### src/rtl/n25q_cmd_seq.sv
// N25Q serial-flash command sequencer: frames one instruction (opcode, address,
// dummy and data phases) onto a byte-wide SPI shift engine and drives chip select.
module n25q_cmd_seq #(
    parameter int unsigned ADDR_BYTES = 3,
    parameter int unsigned CSH_CYCLES = 4
) (
    input  logic        ifclk,
    input  logic        resetb,
    input  logic        cmd_go,
    input  logic [7:0]  cmd_opcode,
    input  logic        cmd_has_addr,
    input  logic [31:0] cmd_addr,
    input  logic [3:0]  cmd_dummy,
    input  logic        cmd_dir,
    input  logic [8:0]  cmd_len,
    output logic        cmd_busy,
    output logic        cmd_done,
    input  logic [7:0]  wr_data,
    input  logic        wr_valid,
    output logic        wr_ready,
    output logic [7:0]  rd_data,
    output logic        rd_valid,
    output logic        spi_go,
    output logic [7:0]  spi_datai,
    input  logic [7:0]  spi_datao,
    input  logic        spi_busy,
    input  logic        spi_done,
    output logic        csb
);

    typedef enum logic [2:0] {
        IDLE,
        CSLOW,
        OPCODE,
        ADDR,
        DUMMY,
        DATA,
        CSHIGH
    } state_e;

    localparam int unsigned ADDR_SHIFT = 32 - ADDR_BYTES * 8;
    localparam logic [8:0]  ADDR_CNT   = 9'(ADDR_BYTES);
    localparam logic [8:0]  CSH_LAST   = 9'(CSH_CYCLES - 1);

    state_e      state_q, state_d;
    logic        wait_q, wait_d;
    logic [8:0]  cnt_q, cnt_d;
    logic [7:0]  opcode_q, opcode_d;
    logic        has_addr_q, has_addr_d;
    logic [31:0] addr_q, addr_d;
    logic [3:0]  dummy_q, dummy_d;
    logic        dir_q, dir_d;
    logic [8:0]  len_q, len_d;
    logic        busy_q, busy_d;
    logic        done_q, done_d;
    logic        wr_ready_q, wr_ready_d;
    logic [7:0]  rd_data_q, rd_data_d;
    logic        rd_valid_q, rd_valid_d;
    logic        spi_go_q, spi_go_d;
    logic [7:0]  spi_datai_q, spi_datai_d;
    logic        csb_q, csb_d;

    logic        issue;
    logic [7:0]  issue_byte;
    logic        advance;
    state_e      nxt;
    state_e      after_dummy, after_addr, after_op;
    logic [8:0]  cnt_inc;

    assign cnt_inc     = cnt_q + 9'd1;
    assign after_dummy = (len_q != 9'd0) ? DATA : CSHIGH;
    assign after_addr  = (dummy_q != 4'd0) ? DUMMY : after_dummy;
    assign after_op    = has_addr_q ? ADDR : after_addr;

    always_comb begin
        state_d     = state_q;
        wait_d      = wait_q;
        cnt_d       = cnt_q;
        opcode_d    = opcode_q;
        has_addr_d  = has_addr_q;
        addr_d      = addr_q;
        dummy_d     = dummy_q;
        dir_d       = dir_q;
        len_d       = len_q;
        busy_d      = busy_q;
        done_d      = 1'b0;
        wr_ready_d  = 1'b0;
        rd_data_d   = rd_data_q;
        rd_valid_d  = 1'b0;
        spi_go_d    = 1'b0;
        spi_datai_d = spi_datai_q;
        csb_d       = csb_q;
        issue       = 1'b0;
        issue_byte  = '0;
        advance     = 1'b0;
        nxt         = state_q;

        unique case (state_q)
            IDLE: begin
                if (cmd_go) begin
                    opcode_d   = cmd_opcode;
                    has_addr_d = cmd_has_addr;
                    addr_d     = cmd_addr << ADDR_SHIFT;
                    dummy_d    = cmd_dummy;
                    dir_d      = cmd_dir;
                    len_d      = cmd_len;
                    busy_d     = 1'b1;
                    csb_d      = 1'b0;
                    cnt_d      = '0;
                    wait_d     = 1'b0;
                    state_d    = CSLOW;
                end
            end
            // The opcode is launched straight out of CSLOW so csb leads spi_go by one cycle.
            CSLOW: begin
                if (!spi_busy) begin
                    issue      = 1'b1;
                    issue_byte = opcode_q;
                    state_d    = OPCODE;
                end
            end
            OPCODE, ADDR, DUMMY, DATA: begin
                if (wait_q) begin
                    if (spi_done) begin
                        wait_d = 1'b0;
                        cnt_d  = cnt_inc;
                        unique case (state_q)
                            OPCODE: begin
                                advance = 1'b1;
                                nxt     = after_op;
                            end
                            ADDR: begin
                                advance = (cnt_inc == ADDR_CNT);
                                nxt     = after_addr;
                            end
                            DUMMY: begin
                                advance = (cnt_inc == {5'd0, dummy_q});
                                nxt     = after_dummy;
                            end
                            default: begin
                                if (dir_q) begin
                                    rd_data_d  = spi_datao;
                                    rd_valid_d = 1'b1;
                                end
                                advance = (cnt_inc == len_q);
                                nxt     = CSHIGH;
                            end
                        endcase
                    end
                end else if (!spi_busy) begin
                    unique case (state_q)
                        ADDR: begin
                            issue      = 1'b1;
                            issue_byte = addr_q[31:24];
                            addr_d     = addr_q << 8;
                        end
                        DUMMY: begin
                            issue = 1'b1;
                        end
                        DATA: begin
                            if (dir_q) begin
                                issue = 1'b1;
                            end else if (wr_valid) begin
                                issue      = 1'b1;
                                issue_byte = wr_data;
                                wr_ready_d = 1'b1;
                            end
                        end
                        default: ;
                    endcase
                end
            end
            CSHIGH: begin
                if (cnt_q == CSH_LAST) begin
                    busy_d  = 1'b0;
                    state_d = IDLE;
                end else begin
                    cnt_d  = cnt_inc;
                    done_d = (cnt_inc == CSH_LAST);
                end
            end
            default: state_d = IDLE;
        endcase

        if (issue) begin
            spi_go_d    = 1'b1;
            spi_datai_d = issue_byte;
            wait_d      = 1'b1;
        end

        if (advance) begin
            state_d = nxt;
            cnt_d   = '0;
            if (nxt == CSHIGH) begin
                csb_d  = 1'b1;
                done_d = (CSH_CYCLES == 1);
            end
        end
    end

    always_ff @(posedge ifclk or negedge resetb) begin
        if (!resetb) begin
            state_q     <= IDLE;
            wait_q      <= 1'b0;
            cnt_q       <= '0;
            opcode_q    <= '0;
            has_addr_q  <= 1'b0;
            addr_q      <= '0;
            dummy_q     <= '0;
            dir_q       <= 1'b0;
            len_q       <= '0;
            busy_q      <= 1'b0;
            done_q      <= 1'b0;
            wr_ready_q  <= 1'b0;
            rd_data_q   <= '0;
            rd_valid_q  <= 1'b0;
            spi_go_q    <= 1'b0;
            spi_datai_q <= '0;
            csb_q       <= 1'b1;
        end else begin
            state_q     <= state_d;
            wait_q      <= wait_d;
            cnt_q       <= cnt_d;
            opcode_q    <= opcode_d;
            has_addr_q  <= has_addr_d;
            addr_q      <= addr_d;
            dummy_q     <= dummy_d;
            dir_q       <= dir_d;
            len_q       <= len_d;
            busy_q      <= busy_d;
            done_q      <= done_d;
            wr_ready_q  <= wr_ready_d;
            rd_data_q   <= rd_data_d;
            rd_valid_q  <= rd_valid_d;
            spi_go_q    <= spi_go_d;
            spi_datai_q <= spi_datai_d;
            csb_q       <= csb_d;
        end
    end

    assign cmd_busy  = busy_q;
    assign cmd_done  = done_q;
    assign wr_ready  = wr_ready_q;
    assign rd_data   = rd_data_q;
    assign rd_valid  = rd_valid_q;
    assign spi_go    = spi_go_q;
    assign spi_datai = spi_datai_q;
    assign csb       = csb_q;

endmodule
### config.mk
export PLATFORM = sky130hd
export DESIGN_NAME = n25q_cmd_seq
export DESIGN_NICKNAME = d
export VERILOG_FILES = /design/src/rtl/n25q_cmd_seq.sv
export SDC_FILE = /design/constraint.sdc
export NUM_CORES = 1
export LEC_CHECK = 0
export CORE_MARGIN = 5
export CORE_UTILIZATION = 50
export CTS_BUF_LIST = sky130_fd_sc_hd__clkbuf_8
export CTS_CLUSTER_DIAMETER = 200
export CTS_CLUSTER_SIZE = 30
export DETAILED_ROUTE_END_ITERATION = 12
export GPL_TIMING_DRIVEN = 0
export HOLD_SLACK_MARGIN = 0.12
export MAX_ROUTING_LAYER = met4
export PLACE_DENSITY_LB_ADDON = 0.2
export SKIP_CTS_REPAIR_TIMING = 1
export SYNTH_ARGS = -nofsm -noshare
export SYNTH_HDL_FRONTEND = slang
export SYNTH_SLANG_ARGS = --single-unit
### constraint.sdc
create_clock -name ifclk -period 3.39 [get_ports ifclk]
set_input_delay 1.017 -clock ifclk [delete_from_list [all_inputs] [get_ports ifclk]]
set_output_delay 1.017 -clock ifclk [all_outputs]
set_load 0.02 [all_outputs]
* After elaboration in Yosys (flattened, before gate mapping)
Index checks and enable logic that the tools add are counted.
** Cells by class
- $add $sub $neg :: 1
- Eq/ne operators :: 24
- Multiplexer cells :: 68
- Bitwise gates (word level) :: 1
- Reductions and logical operators :: 17
** Operator list (number)
- two-way mux 32 bit :: 4
- case mux 32 bit (2 select lines) :: 1
- two-way mux 9 bit :: 5
- two-way mux 8 bit :: 5
- two-way mux 1 bit :: 33
- case mux 8 bit (2 select lines) :: 2
- case mux 9 bit (3 select lines) :: 1
- two-way mux 3 bit :: 8
- != test 3 bit, second input constant :: 7
- equality test 9 x 2 -> 1 bit, second input constant :: 2
- AND reduction 5 bit :: 3
- equality test 3 bit, second input constant :: 4
- != test 2 bit, second input constant :: 6
- case mux 3 bit (4 select lines) :: 1
- adder 9 x 1 -> 9 bit, second input constant :: 1
- equality test 9 x 4 -> 1 bit :: 1
- equality test 9 bit :: 1
- case mux 3 bit (3 select lines) :: 1
- nonzero test 9 bit :: 1
- case mux 1 bit (2 select lines) :: 4
- nonzero test 4 bit :: 2
- equality test 3 x 2 -> 1 bit, second input constant :: 2
- two-way mux 2 bit :: 2
- AND reduction 2 bit :: 2
- 11 further kinds :: 12
** Storage, ports and cells
- Flip-flop bits (word level) :: 90
- Input bits :: 77
- Output and inout port bits :: 22
- Word-level logic and storage cells :: 128

* Depth between registers and ports, before layout
- Depth in word-level cells :: 11
- Depth in mapped cells :: 10
- Gate-level depth less buffers :: 8

* Least setup slack after synthesis
Ideal clock, no wire load.
- Path kind :: reg2reg
- Start point :: reg cnt_q[0]
- End point :: reg state_q[0]
- Setup time :: 0.127 ns
- Arrival :: 2.571 ns
- Data required time :: 3.263 ns
- Setup slack :: 0.692 ns
- Cell stages (with the launch flop) :: 11
- Buffers on the path :: 2
- Clock period less this slack :: 2.698 ns
- Path through :: dfrtp_1 > ha_1 > buf_2 > nand3_1 > or4_1 > o221a_1 > a2111o_1 > nor4_2 > buf_6 > nor2_4 > mux2_1
** Between the ends
- Word-level cells in the longest chain between the ends :: 8
- Elaborated cells on any way between the ends :: 15
- Classes of those cells :: add/sub: 1; eq/ne: 8; mux: 5; reduce/logical: 1
** Ends and longest elaborated chain
- start, declared :: line 47 : logic [8:0] cnt_q, cnt_d;
- start signal, assigned :: line 223 : cnt_q <= cnt_d;
- adder 9 x 1 -> 9 bit :: line 70 : assign cnt_inc = cnt_q + 9'd1;
- equality test 9 bit, or another cell as far along :: line 145 : advance = (cnt_inc == len_q);
- case mux 1 bit (3 select lines) :: line 127 : unique case (state_q)
- two-way mux 1 bit :: line 124 : if (spi_done) begin
- two-way mux 1 bit :: line 123 : if (wait_q) begin
- two-way mux 1 bit :: line 98 : unique case (state_q)
- != test 3 bit (no source line) or != test 2 bit (tied branches)
- AND reduction 4 bit (no source line)
- end signal, assigned :: line 221 : state_q <= state_d;
- end, declared :: line 45 : state_e state_q, state_d;
Several ways; a longest one is shown, not always the timed one.
A chain may end at the register's enable or synchronous reset.

* Worst setup path in the final report
- Start point :: reg cnt_q[0]
- End point :: reg cnt_q[3]
** Between the ends
- Word-level cells in the longest chain between the ends :: 8
- Elaborated cells on any way between the ends :: 20
- Classes of those cells :: add/sub: 1; eq/ne: 8; mux: 9; reduce/logical: 2
** Ends and longest elaborated chain (line)
- adder 9 x 1 -> 9 bit :: 70
- equality test 9 bit, or another cell as far along :: 145
- case mux 1 bit (3 select lines) :: 127
- two-way mux 1 bit :: 124
- two-way mux 1 bit :: 123
- two-way mux 1 bit :: 98
- != test 3 bit (no source line) or nonzero test 4 bit (tied branches)
- AND reduction 5 bit (no source line)
Several ways; a longest one is shown, not always the timed one. The select of a mux whose other input is x is not followed.

==> results_dict.tcl <==
set metrics [dict create \
    status "completed" \
    slowest_delay_ps 520 \
    start_util 0.515 \
    drv_cap 0 \
    powerDensity_nw_per_um2 715 \
    grtUsageMet2 0.352 \
    area_growth_pct 29.9 \
    yosysUniqueCellTypes 59 \
    setup.worst_path.start_class "flop" \
    min_period_ps 3040 \
    diodes 0 \
    grt-busiest-layer "met2" \
    die_x_um 102 \
    via_per_inst 5.80 \
    path_cells "ha_1 -> buf_2 -> nand3_1 -> o21a_1 -> or3b_1 -> or4_4 -> a21oi_4 -> nor4_2 -> a22o_1" \
    regToRegStartpoint "cnt_q[0]" \
    cts_tree "built" \
    setup_viol_count_final 0 \
    wl_per_cell_um 17.7 \
    use_met1 0.297 \
    dpl_cell_area_um2 5310 \
    path_class "reg -> reg" \
    fin_crit_sh 0.898 \
    path_clk_slew_ps 90 \
    hold_class "reg -> reg" \
    htree_levels 3 \
    gp_congestion 0.869 \
    drt-initial-drc-count 195 \
    drc_errors 0 \
    syn-num-nets 483 \
    power_w 0.00395 \
    reg2reg_slack_ps 350 \
    r2r_cells 9 \
    r2r_end "cnt_q[3]" \
    ir_drop_mv 0.353 \
    fin_worst_skew_ps 12.0 \
    grt_pass1_vias 3713 \
    cts-root-buf "clkbuf_8" \
    antenna_found_initial 0 \
    clock_path_buffers 2 \
    ys_ff_latch 82 \
    rows 33 \
    wl_um 10900 \
    drive_gt1_frac 0.133 \
    slowest_stage "or4_4" \
    met3_usage 0.0369 \
    async_flop_share 1.00 \
    worstHoldPathCells 2 \
    critPathArrivalTime_ps 3300 \
    cp.required_ps 3650 \
    crit_fanout 10 \
    critPathCaptureType "flop" \
    numCtsBuffers 9 \
    num_vias 3575 \
    synth_edf_count 0 \
    grt.total_usage 0.228 \
    ys_warn_count 0 \
    hold_end "csb" \
    die_area_um2 10500 \
    synthCells 404 \
    io-pin-count 99 \
    fin_ws_ps 347 \
    io_buffers 90 \
    final_antenna_net_count 0 \
    core_area_um2 8260 \
    dp_hpwl_um 8110 \
    firstDrtPassIters 5 \
    rsz0062_at_grt "no" \
    power.leakage_nw 2.36 \
    grt_remaining_overflow 0 \
    grt_pass1_wl_um 18000 \
    tightest_slew_ps 1090 \
    fmaxAchievable_mhz 329 \
    cts.sinks 82 \
    synth_area_um2 4260 \
    drv_slew 0 \
    hold_viol_final 0 \
    syn_area_per_cell_um2 10.5 \
    slew-limit-headroom 0.273 \
    finalNetCount 585 \
    tns_ps 0 \
    utilization 0.670 \
    grt_max_degree 54 \
    clk_latency_ps 370 \
    die_h_um 102 \
    stdcell_area_um2 5530 \
    synth_flop_cell "dfrtp_1" \
    dp_slack_ps 56.2 \
    seq_area_frac_synth 0.483 \
    min_from "csb" \
]
[registers in the layout, indices dropped and copies added (netlist names), 3 cells and up]
register	flops
len_q	9
cnt_q	9
rd_data	8
spi_datai	8
opcode_q	8
dummy_q	4
state_q	3
addr_q	24
[stage by stage]
stage	hold WS, ps	instances
after floorplan	449	404
after global placement	464	599
after detailed placement	468	600
after CTS	484	616
after global routing	511	616
final	480	616
[cell type report]
cell class / count / area [µm²]
Tap cell: 105 / 131
Clock inverter: 6 / 72.6
Fill cell: 647 / 2730
Timing Repair Buffer: 91 / 926
Sequential cell: 82 / 2050
Inverter: 7 / 26.3
Clock buffer: 10 / 138
Multi-Input combinational cell: 287 / 2060
Buffer: 28 / 125
[report_power, final]
part	leakage [nW]	switching [W]	total, W	internal [W]
logic	1.21	0.000879	0.00164	0.000756
clock network	0.103	0.000398	0.000767	0.000368
registers	1.04	0.000232	0.00155	0.00132
[Yosys cell counts (2+ instances only)]
cell type	instances	area share
a211oi_1	2	0.0035
a21oi_1	12	0.014
a221o_1	6	0.014
a22o_1	14	0.029
a22oi_1	10	0.018
a31oi_1	3	0.0044
and2_1	2	0.0029
and3_1	6	0.0088
buf_1	3	0.0026
buf_2	7	0.0082
clkbuf_1	16	0.014
dfrtp_1	81	0.48
ha_1	2	0.0059
inv_1	7	0.0062
mux2_2	30	0.079
mux2i_1	20	0.047
nand2_1	37	0.033
nand2b_1	4	0.0059
nand3_1	6	0.0071
nor2_1	29	0.026
nor2b_1	4	0.0059
nor3_1	12	0.014
nor4_1	3	0.0044
nor4_2	2	0.0059
o21a_1	2	0.0035
o21ai_0	28	0.033
o21bai_1	2	0.0035
o22ai_1	2	0.0029
o32ai_1	2	0.0041
o41ai_1	7	0.014
or3b_1	2	0.0041
or4_1	2	0.0035
xnor2_1	9	0.019
xor2_1	5	0.010
[cell families after synthesis]
group           after synthesis  share of synthesized area
compound gates               98                      0.162
buf+inv                      35                     0.0356
mux                          51                      0.129
xor+xnor                     15                     0.0344
flops                        82                      0.483
fa+ha+maj                     2                    0.00588
simple gates                121                      0.150
[layout by cell type, fill, tap and decap left out, types with 5 or more instances in the layout]
cell type and n:
buf_2 7, nand3_1 6, a221o_1 6, nor2_1 29, clkbuf_1 16, xnor2_1 9, clkbuf_8 10, clkdlybuf4s50_1 89
mux2i_1 20, inv_1 7, dfrtp_1 81, a22oi_1 10, xor2_1 5, nand2_1 37, a21oi_1 12, mux2_2 30
nor3_1 12, o41ai_1 7, o21ai_0 28, and3_1 6, a22o_1 14
[worst max-delay path: cells and delay by family (launching register included)]
kind                       cells  cell delay, ps
and+or+nand+nor                4            1260
AOI/OAI and AO/OA              3             870
DFF                            1             450
buffers and inverters          1             180
adders and majority gates      1             170
[routing by layer]
metal | vias to the layer above | wire length (µm)
met4 | 0 | 258
met2 | 126 | 5290
met1 | 1749 | 4740
met3 | 25 | 590
met5 | - | 0
li1 | 1675 | -
[how the worst max path moves through the flow]
stage | start | end | slack [ps] | depth (start not counted)
5_1_grt | cnt_q[0] | cnt_q[3] | 160 | 9
3_5_place_dp | wr_valid | spi_datai[1] | 60 | 6
2_1_floorplan | cnt_q[0] | state_q[0] | 690 | 10
4_1_cts | cnt_q[0] | cnt_q[3] | 370 | 9
6_report | cnt_q[0] | cnt_q[3] | 350 | 9
3_3_place_gp | resetb | addr_q[14] | -1580 | 1
Power figures use the tool's default switching activity.
